## src/rtl/systolic_feeder.sv

```systemverilog
// -----------------------------------------------------------------------------
// systolic_feeder
//
// Transmit side of the systolic array's North/West boundary. Each accepted
// beat carries one unskewed k-slice: column k of A (one value per array row)
// and row k of B (one value per array column). The slice is launched into
// per-lane delay lines so that lane i appears i cycles later than lane 0,
// producing the diagonal wavefront the array expects. Cycles without a
// transfer travel through the same delay lines as zero diagonals, so the
// relative skew between lanes is kept even when the source stalls.
//
// One start_i runs one full k_len-deep pass:
//   IDLE -> STREAM (accept k_len beats) -> FLUSH (N cycles) -> DONE -> IDLE
//
// Ports
//   clk_i           single clock, rising edge
//   rstn_i          asynchronous active-low reset
//   start_i         begin a pass (sampled only in IDLE)
//   k_len_i         beats in this pass, latched on start, clamped to K_MAX
//   in_valid_i      a_vec_i / b_vec_i hold a valid k-slice
//   in_ready_o      feeder accepts the slice (high only in STREAM)
//   a_vec_i[r]      A[r][k]
//   b_vec_i[c]      B[k][c]
//   west_o[r]       to array west input, lane r delayed by r cycles
//   north_o[c]      to array north input, lane c delayed by c cycles
//   inputs_valid_o  lane-0 valid strobe
//   busy_o          FSM not in IDLE
//   done_o          one-cycle pulse at end of pass
//   stall_cnt_o     STREAM cycles with in_valid_i low (current/last pass)
//
// Build option
//   FEEDER_STALL_CNT_EN  when defined, stall_cnt_o is a saturating 32-bit
//                        bubble counter; otherwise it is tied to zero and
//                        no counter logic is built.
// -----------------------------------------------------------------------------
module systolic_feeder #(
    parameter int N          = 4,
    parameter int DATA_WIDTH = 32,
    parameter int K_MAX      = 256,
    localparam int K_W       = $clog2(K_MAX + 1)
) (
    input  logic                  clk_i,
    input  logic                  rstn_i,
    input  logic                  start_i,
    input  logic [K_W-1:0]        k_len_i,
    input  logic                  in_valid_i,
    output logic                  in_ready_o,
    input  logic [DATA_WIDTH-1:0] a_vec_i [0:N-1],
    input  logic [DATA_WIDTH-1:0] b_vec_i [0:N-1],
    output logic [DATA_WIDTH-1:0] west_o  [0:N-1],
    output logic [DATA_WIDTH-1:0] north_o [0:N-1],
    output logic                  inputs_valid_o,
    output logic                  busy_o,
    output logic                  done_o,
    output logic [31:0]           stall_cnt_o
);

    localparam int FW = $clog2(N + 1);

    typedef enum logic [1:0] {
        S_IDLE,
        S_STREAM,
        S_FLUSH,
        S_DONE
    } state_t;

    state_t          state_q, state_d;
    logic [K_W-1:0]  k_len_q;
    logic [K_W-1:0]  beat_cnt_q;
    logic [FW-1:0]   flush_cnt_q;
    logic [K_W-1:0]  k_len_clamped;
    logic            transfer;
    logic            start_accept;

    // Delay lines: every lane carries N stages; lane i taps stage i, the
    // deeper stages of shorter lanes are never observed and trim away.
    logic [DATA_WIDTH-1:0] a_q [0:N-1][0:N-1];
    logic [DATA_WIDTH-1:0] b_q [0:N-1][0:N-1];
    // Valid travels identically for all lanes, so one shift register
    // serves them all: bit i is the valid of every lane's stage i.
    logic [N-1:0]          vld_q;

    assign k_len_clamped = (k_len_i > K_W'(K_MAX)) ? K_W'(K_MAX) : k_len_i;
    assign transfer      = in_valid_i & in_ready_o;
    assign start_accept  = (state_q == S_IDLE) & start_i;
    assign busy_o        = (state_q != S_IDLE);
    assign done_o        = (state_q == S_DONE);

    // ---------------------------------------------------------------- FSM
    always_ff @(posedge clk_i or negedge rstn_i) begin
        if (!rstn_i) begin
            state_q <= S_IDLE;
        end else begin
            // NOTE: sequential state uses <= so every register in the design
            // samples pre-edge values, independent of block ordering.
            state_q <= state_d;
        end
    end

    always_comb begin
        // NOTE: defaults first; every path then assigns both outputs, so no
        // latch is inferred.
        state_d    = state_q;
        in_ready_o = 1'b0;
        case (state_q)
            S_IDLE: begin
                if (start_i) begin
                    state_d = (k_len_i == '0) ? S_DONE : S_STREAM;
                end
            end
            S_STREAM: begin
                in_ready_o = 1'b1;
                if (in_valid_i && (beat_cnt_q == k_len_q - K_W'(1))) begin
                    state_d = S_FLUSH;
                end
            end
            S_FLUSH: begin
                // Hold off new data for N cycles so the deepest lane drains.
                if (flush_cnt_q == FW'(N - 1)) begin
                    state_d = S_DONE;
                end
            end
            S_DONE: begin
                state_d = S_IDLE;
            end
            default: begin
                state_d = S_IDLE;
            end
        endcase
    end

    // ----------------------------------------------------------- counters
    always_ff @(posedge clk_i or negedge rstn_i) begin
        if (!rstn_i) begin
            k_len_q     <= '0;
            beat_cnt_q  <= '0;
            flush_cnt_q <= '0;
        end else begin
            if (start_accept) begin
                k_len_q    <= k_len_clamped;
                beat_cnt_q <= '0;
            end else if (transfer) begin
                beat_cnt_q <= beat_cnt_q + K_W'(1);
            end
            flush_cnt_q <= (state_q == S_FLUSH) ? flush_cnt_q + FW'(1) : '0;
        end
    end

`ifdef FEEDER_STALL_CNT_EN
    logic [31:0] stall_cnt_q;

    always_ff @(posedge clk_i or negedge rstn_i) begin
        if (!rstn_i) begin
            stall_cnt_q <= '0;
        end else if (start_accept) begin
            stall_cnt_q <= '0;
        end else if ((state_q == S_STREAM) && !in_valid_i && (stall_cnt_q != 32'hFFFF_FFFF)) begin
            stall_cnt_q <= stall_cnt_q + 32'd1;
        end
    end

    assign stall_cnt_o = stall_cnt_q;
`else
    assign stall_cnt_o = '0;
`endif

    // --------------------------------------------------------- delay lines
    always_ff @(posedge clk_i or negedge rstn_i) begin
        if (!rstn_i) begin
            // NOTE: these are flop-based delay lines, not RAM, so clearing
            // them on reset is cheap and guarantees zero lanes afterwards.
            vld_q <= '0;
            for (int i = 0; i < N; i++) begin
                for (int j = 0; j < N; j++) begin
                    a_q[i][j] <= '0;
                    b_q[i][j] <= '0;
                end
            end
        end else begin
            vld_q[0] <= transfer;
            for (int j = 1; j < N; j++) begin
                vld_q[j] <= vld_q[j-1];
            end
            for (int i = 0; i < N; i++) begin
                a_q[i][0] <= transfer ? a_vec_i[i] : '0;
                b_q[i][0] <= transfer ? b_vec_i[i] : '0;
                for (int j = 1; j < N; j++) begin
                    a_q[i][j] <= a_q[i][j-1];
                    b_q[i][j] <= b_q[i][j-1];
                end
            end
        end
    end

    // Lane i is tapped at stage i and masked by that stage's valid bit.
    always_comb begin
        for (int i = 0; i < N; i++) begin
            west_o[i]  = vld_q[i] ? a_q[i][i] : '0;
            north_o[i] = vld_q[i] ? b_q[i][i] : '0;
        end
    end

    assign inputs_valid_o = vld_q[0];

endmodule

```

## config.mk

```make
export PLATFORM = sky130hd
export DESIGN_NAME = systolic_feeder
export DESIGN_NICKNAME = d
export VERILOG_FILES = /design/src/rtl/systolic_feeder.sv
export SDC_FILE = /design/constraint.sdc
export NUM_CORES = 1
export LEC_CHECK = 0
export BUFFER_PORTS_ARGS = -buffer_cell sky130_fd_sc_hd__buf_2
export CAP_MARGIN = 20
export CORE_MARGIN = 8
export CORE_UTILIZATION = 40
export DETAILED_ROUTE_END_ITERATION = 8
export PLACE_DENSITY = 0.63
export SLEW_MARGIN = 10
export SYNTH_ARGS = -nofsm -noshare
export SYNTH_HDL_FRONTEND = slang
export SYNTH_SLANG_ARGS = --single-unit
```

## constraint.sdc

```tcl
create_clock -name clk_i -period 2.25 [get_ports clk_i]
set_input_delay 0 -clock clk_i [delete_from_list [all_inputs] [get_ports clk_i]]
set_output_delay 0 -clock clk_i [all_outputs]
set_load 0.02 [all_outputs]
```

# Yosys cells after proc, flatten, opt, wreduce, memory -nomap -nowiden
# Cells that the tools add are included.
# word_totals
ff_bits,667
# op_classes
addsub,3
magnitude_cmp,1
eq_ne,8
muxes,26
bitwise_logic,2
n_reduce_logical,6
# op_table
op,count
$mux 32,16
$mux 9,3
$add 9x1->9 const B,1
$eq 9x9->1,1
$gt 9x9->1 const B,1
$logic_not 9->1,1
$sub 9x1->9 const B,1
$mux 2,4
$pmux 2 s4,1
$ne 2x2->1 const B,3
$eq 2x2->1 const B,2
$reduce_bool 2->1,2
$add 3x1->3 const B,1
$eq 3x2->1 const B,1
$mux 3,1
$reduce_and 3->1,1
$and 1x1->1,2
$eq 2x1->1 const B,1
$logic_not 2->1,1
$logic_and 1x1->1,1
$mux 1,1

# Logic depth before layout (Yosys ltp)
# depth
depth_word,5
mapped_depth,10

# Worst setup path after synthesis
# Ideal clock, no wire load.
# synth_path
kind,register to register
startpoint,reg state_q[1]
endpoint,reg beat_cnt_q[5]
setup_ns,0.078
t_arrival_ns,1.934
t_required_ns,2.172
path_slack_ns,0.238
stages_incl_launch_ff,9
n_path_buf,2
period_less_slack_ns,2.012
path_cell_list,dfrtp_1 -> inv_1 -> ha_1 -> buf_6 -> and2_1 -> clkbuf_1 -> nand4_1 -> or3_1 -> a21oi_1
# synth_via
elab_chain_cells,4
# synth_rtl
item,line,text
"start, declared",67,"state_t state_q, state_d;"
"start signal, assigned",96,state_q <= state_d;
$eq 2x1->1,105,case (state_q)
$mux 1,105,
via in_ready_o,47,"output logic in_ready_o,"
$and 1x1->1,84,assign transfer = in_valid_i & in_ready_o;
via transfer,72,logic transfer;
$reduce_bool 2->1 (no source line),--,
"end signal, assigned",143,beat_cnt_q <= beat_cnt_q + K_W'(1);
"end, declared",69,logic [K_W-1:0] beat_cnt_q;
# The timed path passes the listed nets, and every way through them passes these cells.
# A chain may end at the register's enable or synchronous reset.

# Final worst setup path
# layout_path
startpoint,reg k_len_q[0]
endpoint,reg state_q[1]
# layout_via
elab_chain_cells,5
# layout_rtl
item,line,text
"start, declared",68,logic [K_W-1:0] k_len_q;
"start signal, assigned",140,k_len_q <= k_len_clamped;
$sub 9x1->9,113,if (in_valid_i && (beat_cnt_q == k_len_q - K_W'(1))) begin
$eq 9x9->1,113,
$logic_and 1x1->1,113,
$ne 2x2->1 (no source line),--,
$reduce_and 3->1 (no source line),--,
# No other way between the ends.

==> run metrics <==
outcome finished, violations left; failing checks setup timing; R2R setup slack -0.04 ns; CP Launch Type flip-flop; kind of critical path reg -> reg; TritonCTS clock tree done; fraction of registers with async set/reset 100%; Reg2Reg Depth 8; Worst EP arrival 2.75 ns; P per Cell Area 1020 mW/mm²; syn avg cell area about 15 µm²; number of vias per cell approximately 4.6; Synth Area in XOR/XNOR 0.651%; pre-CTS WS -0.0312 ns; worst-margin pin slew 1.03 ns; Setup violations, final 1; Nets 2,543; Synth Area in Adders 0.528%; Global Route Usage Sum 18.3%; critical path startpoint k_len_q[0]$_DFFE_PN0P_; Max FO, Critical Path 2; Clock Tree Buf Depth 3; Lkg Pwr 16.9 nW; Post-Synth Simple-Gate Area 16.7%; ys flop type dfrtp_1; first-pass GRT wire length 86.8 mm; CP endpoint state_q[1]$_DFFE_PN0P_; Synth area leaders dfrtp_1 78%, and2_1 7.6%, and3_1 7.5%; fraction of the cycle the final worst path needs 102%; fmax about 440 MHz; peak supply drop around 0.0009 V; worst reg2reg path startpoint k_len_q[0]$_DFFE_PN0P_; Worst Hold Class in -> reg; CTS Sinks approximately 670; CTS root buf clkbuf_16; Critical Path RT between 2 and 3 ns; RSZ-0062 raised after global routing yes; CTS Buf Count 68; most common cell in the netlist dfrtp_1; ratio of cells with drive above 1 in the final layout 29.7%; worst setup margin -0.0365 ns; top-level I/O count 561; largest net degree at the start of global routing 144; Worst setup EP type flip-flop; ANT nets after route 0; Max-cap violations 0; WHS 0.194 ns; main combinational cell family by area after synthesis simple AND/OR/NAND/NOR gates; Remaining DRCs 0; Synth top cells by count 667 x dfrtp_1, 259 x and2_1, 257 x and3_1; Row Count 84; DIE HEIGHT 247 µm; fin crit period 2.29 ns; Min-Delay Path Depth 3; WL final 56.6 mm; vias in the first global route 15,400; PortBufs 528; worst reg2reg endpoint state_q[1]$_DFFE_PN0P_; Final Max Slew Viols 0; Post-Synthesis Cells about 1,400; multiplexer share of the synthesized area 0.235%; Netlist cell types 41; First-pass DRT Iterations 5; WL per Instance 18.8 µm; clock-pin slew on the worst setup and hold paths 0.06 ns; relative slew slack 31.3%; Core ar. ~0.053 mm²; Die X 247 µm; Synth area leader dfrtp_1; worst-skew pair later-pin latency 0.59 ns; cell area after synthesis 0.0213 mm²; First DRT Iteration DRCs 759; Yosys warning count 0; register area share after synthesis 78.3%; Final HPWL DP 36.5 mm; RePlAce Congestion around 0.81; initial core utilization 40.5%; Filler cells slightly above 4,000; Die ar. between 0.06 and 0.07 mm²; Final Hold Viols 0; Synth Area in Compound Gates 0.522%; initial antenna violation count 11; FF+latch count, synth 667; number of synthesized flops with an enable pin 0; Vias 13,700; Fin Clk Skew 0.0221 ns; Power, Total 30.8 mW; H-Tree Depth 3; GRT Residual Overflow 0; P&R area growth vs syn 41.4%; top cell type's share of synthesized area 78.3%
==> through the flow <==
step / setup TNS [ns] / area (µm²) / instances / utilization [%]
after floorplan: 0 / 21400 / 1454 / -
after global placement: 0 / 24800 / 2583 / 47.1
after detailed placement: -0.0453 / 24800 / 2583 / 47.1
after CTS: 0 / 30100 / 3001 / 57.1
after global routing: -0.177 / 30100 / 3010 / 57.2
final: -0.0365 / 30100 / 3011 / 57.2
==> critical path, cell delays in order (launching register included) <==
cell and delay [ns]:
dfrtp_1 0.40, inv_2 0.09, ha_4 0.14, or3b_4 0.39, nor3_4 0.15, mux2i_1 0.24, a221oi_2 0.08, a2111o_1 0.47
mux2i_2 0.19
==> sequential cells by signal, summed over array words and instances, names as in the netlist <==
register	flops
b_q	320
beat_cnt_q	9
vld_q	4
a_q	320
flush_cnt_q	3
state_q	2
k_len_q	9
==> layout by cell type (no fill, tap or decap), drive strengths merged, types with 2 or more instances in the layout <==
cell,instances
bufinv,9
and2,259
nor2,12
o21ai,6
nand2,19
mux2i,5
ha,9
dlygate4sd3,295
clkinvlp,3
and3,257
nor3,5
dfrtp,667
nand2b,2
buf,568
or3,2
nor4b,2
xnor2,5
clkinv,8
nand3b,10
a21oi,5
inv,12
xor2,10
clkbuf,95
or4,2
diode,10
conb,32
nand4,4
==> routing by layer <==
layer | track usage [%] | vias up | part of all wire [%]
li1 | - | 6205 | -
met1 | 21.1 | 6924 | 38
met2 | 31.1 | 460 | 51
met3 | 5.66 | 151 | 6.8
met4 | 8.38 | 4 | 4.1
met5 | 0 | - | 0.048
==> worst min path at each step <==
stage	from	endpoint	slack [ns]
finish	b_vec_i[56]	b_q[248]$_DFF_PN0_	0.19
global route	a_vec_i[28]	a_q[124]$_DFF_PN0_	0.16
CTS	b_vec_i[43]	b_q[235]$_DFF_PN0_	0.15
detailed placement	rstn_i	a_q[165]$_DFF_PN0_	0.02
global placement	rstn_i	a_q[171]$_DFF_PN0_	0.01
floorplan	rstn_i	a_q[0]$_DFF_PN0_	-0.30
==> cell type report <==
cell class	count	area [µm²]	area share [%]
sequential	667	16700	55.4
clock buffer	95	1910	6.35
tap	688	861	2.86
multi-input combinational	656	4150	13.8
inverter	9	47.5	0.158
clock inverter	23	380	1.26
antenna	10	25.0	0.0830
timing repair buffer	863	6070	20.1
==> where the power goes <==
group          switching (mW)  internal (mW)  leakage [nW]
Sequential              0.675           13.9          9.07
Clock                    4.53           6.90          1.11
Combinational            2.81           1.96          6.68
Total                    8.01           22.8          16.9
==> cells by family (layout without fill, tap and decap cells) <==
family / Yosys count / count (layout)
AO/OA/AOI/OAI: 17 / 17
XOR/XNOR: 15 / 15
adder cells (fa/ha/maj): 9 / 9
buffers and inverters: 131 / 990
flip-flops: 667 / 667
multiplexers: 5 / 5
other: 1 / 42
AND/OR/NAND/NOR: 578 / 578
==> what timing repair did <==
action                                 CTS  global route
setup buffers                            5             0
setup endpoints to repair                2            10
endpoints found under the hold margin  749             0
resized for setup                        4             7
hold buffers                           295             0
pin swaps                                5             4
Power figures use the tool's default switching activity.
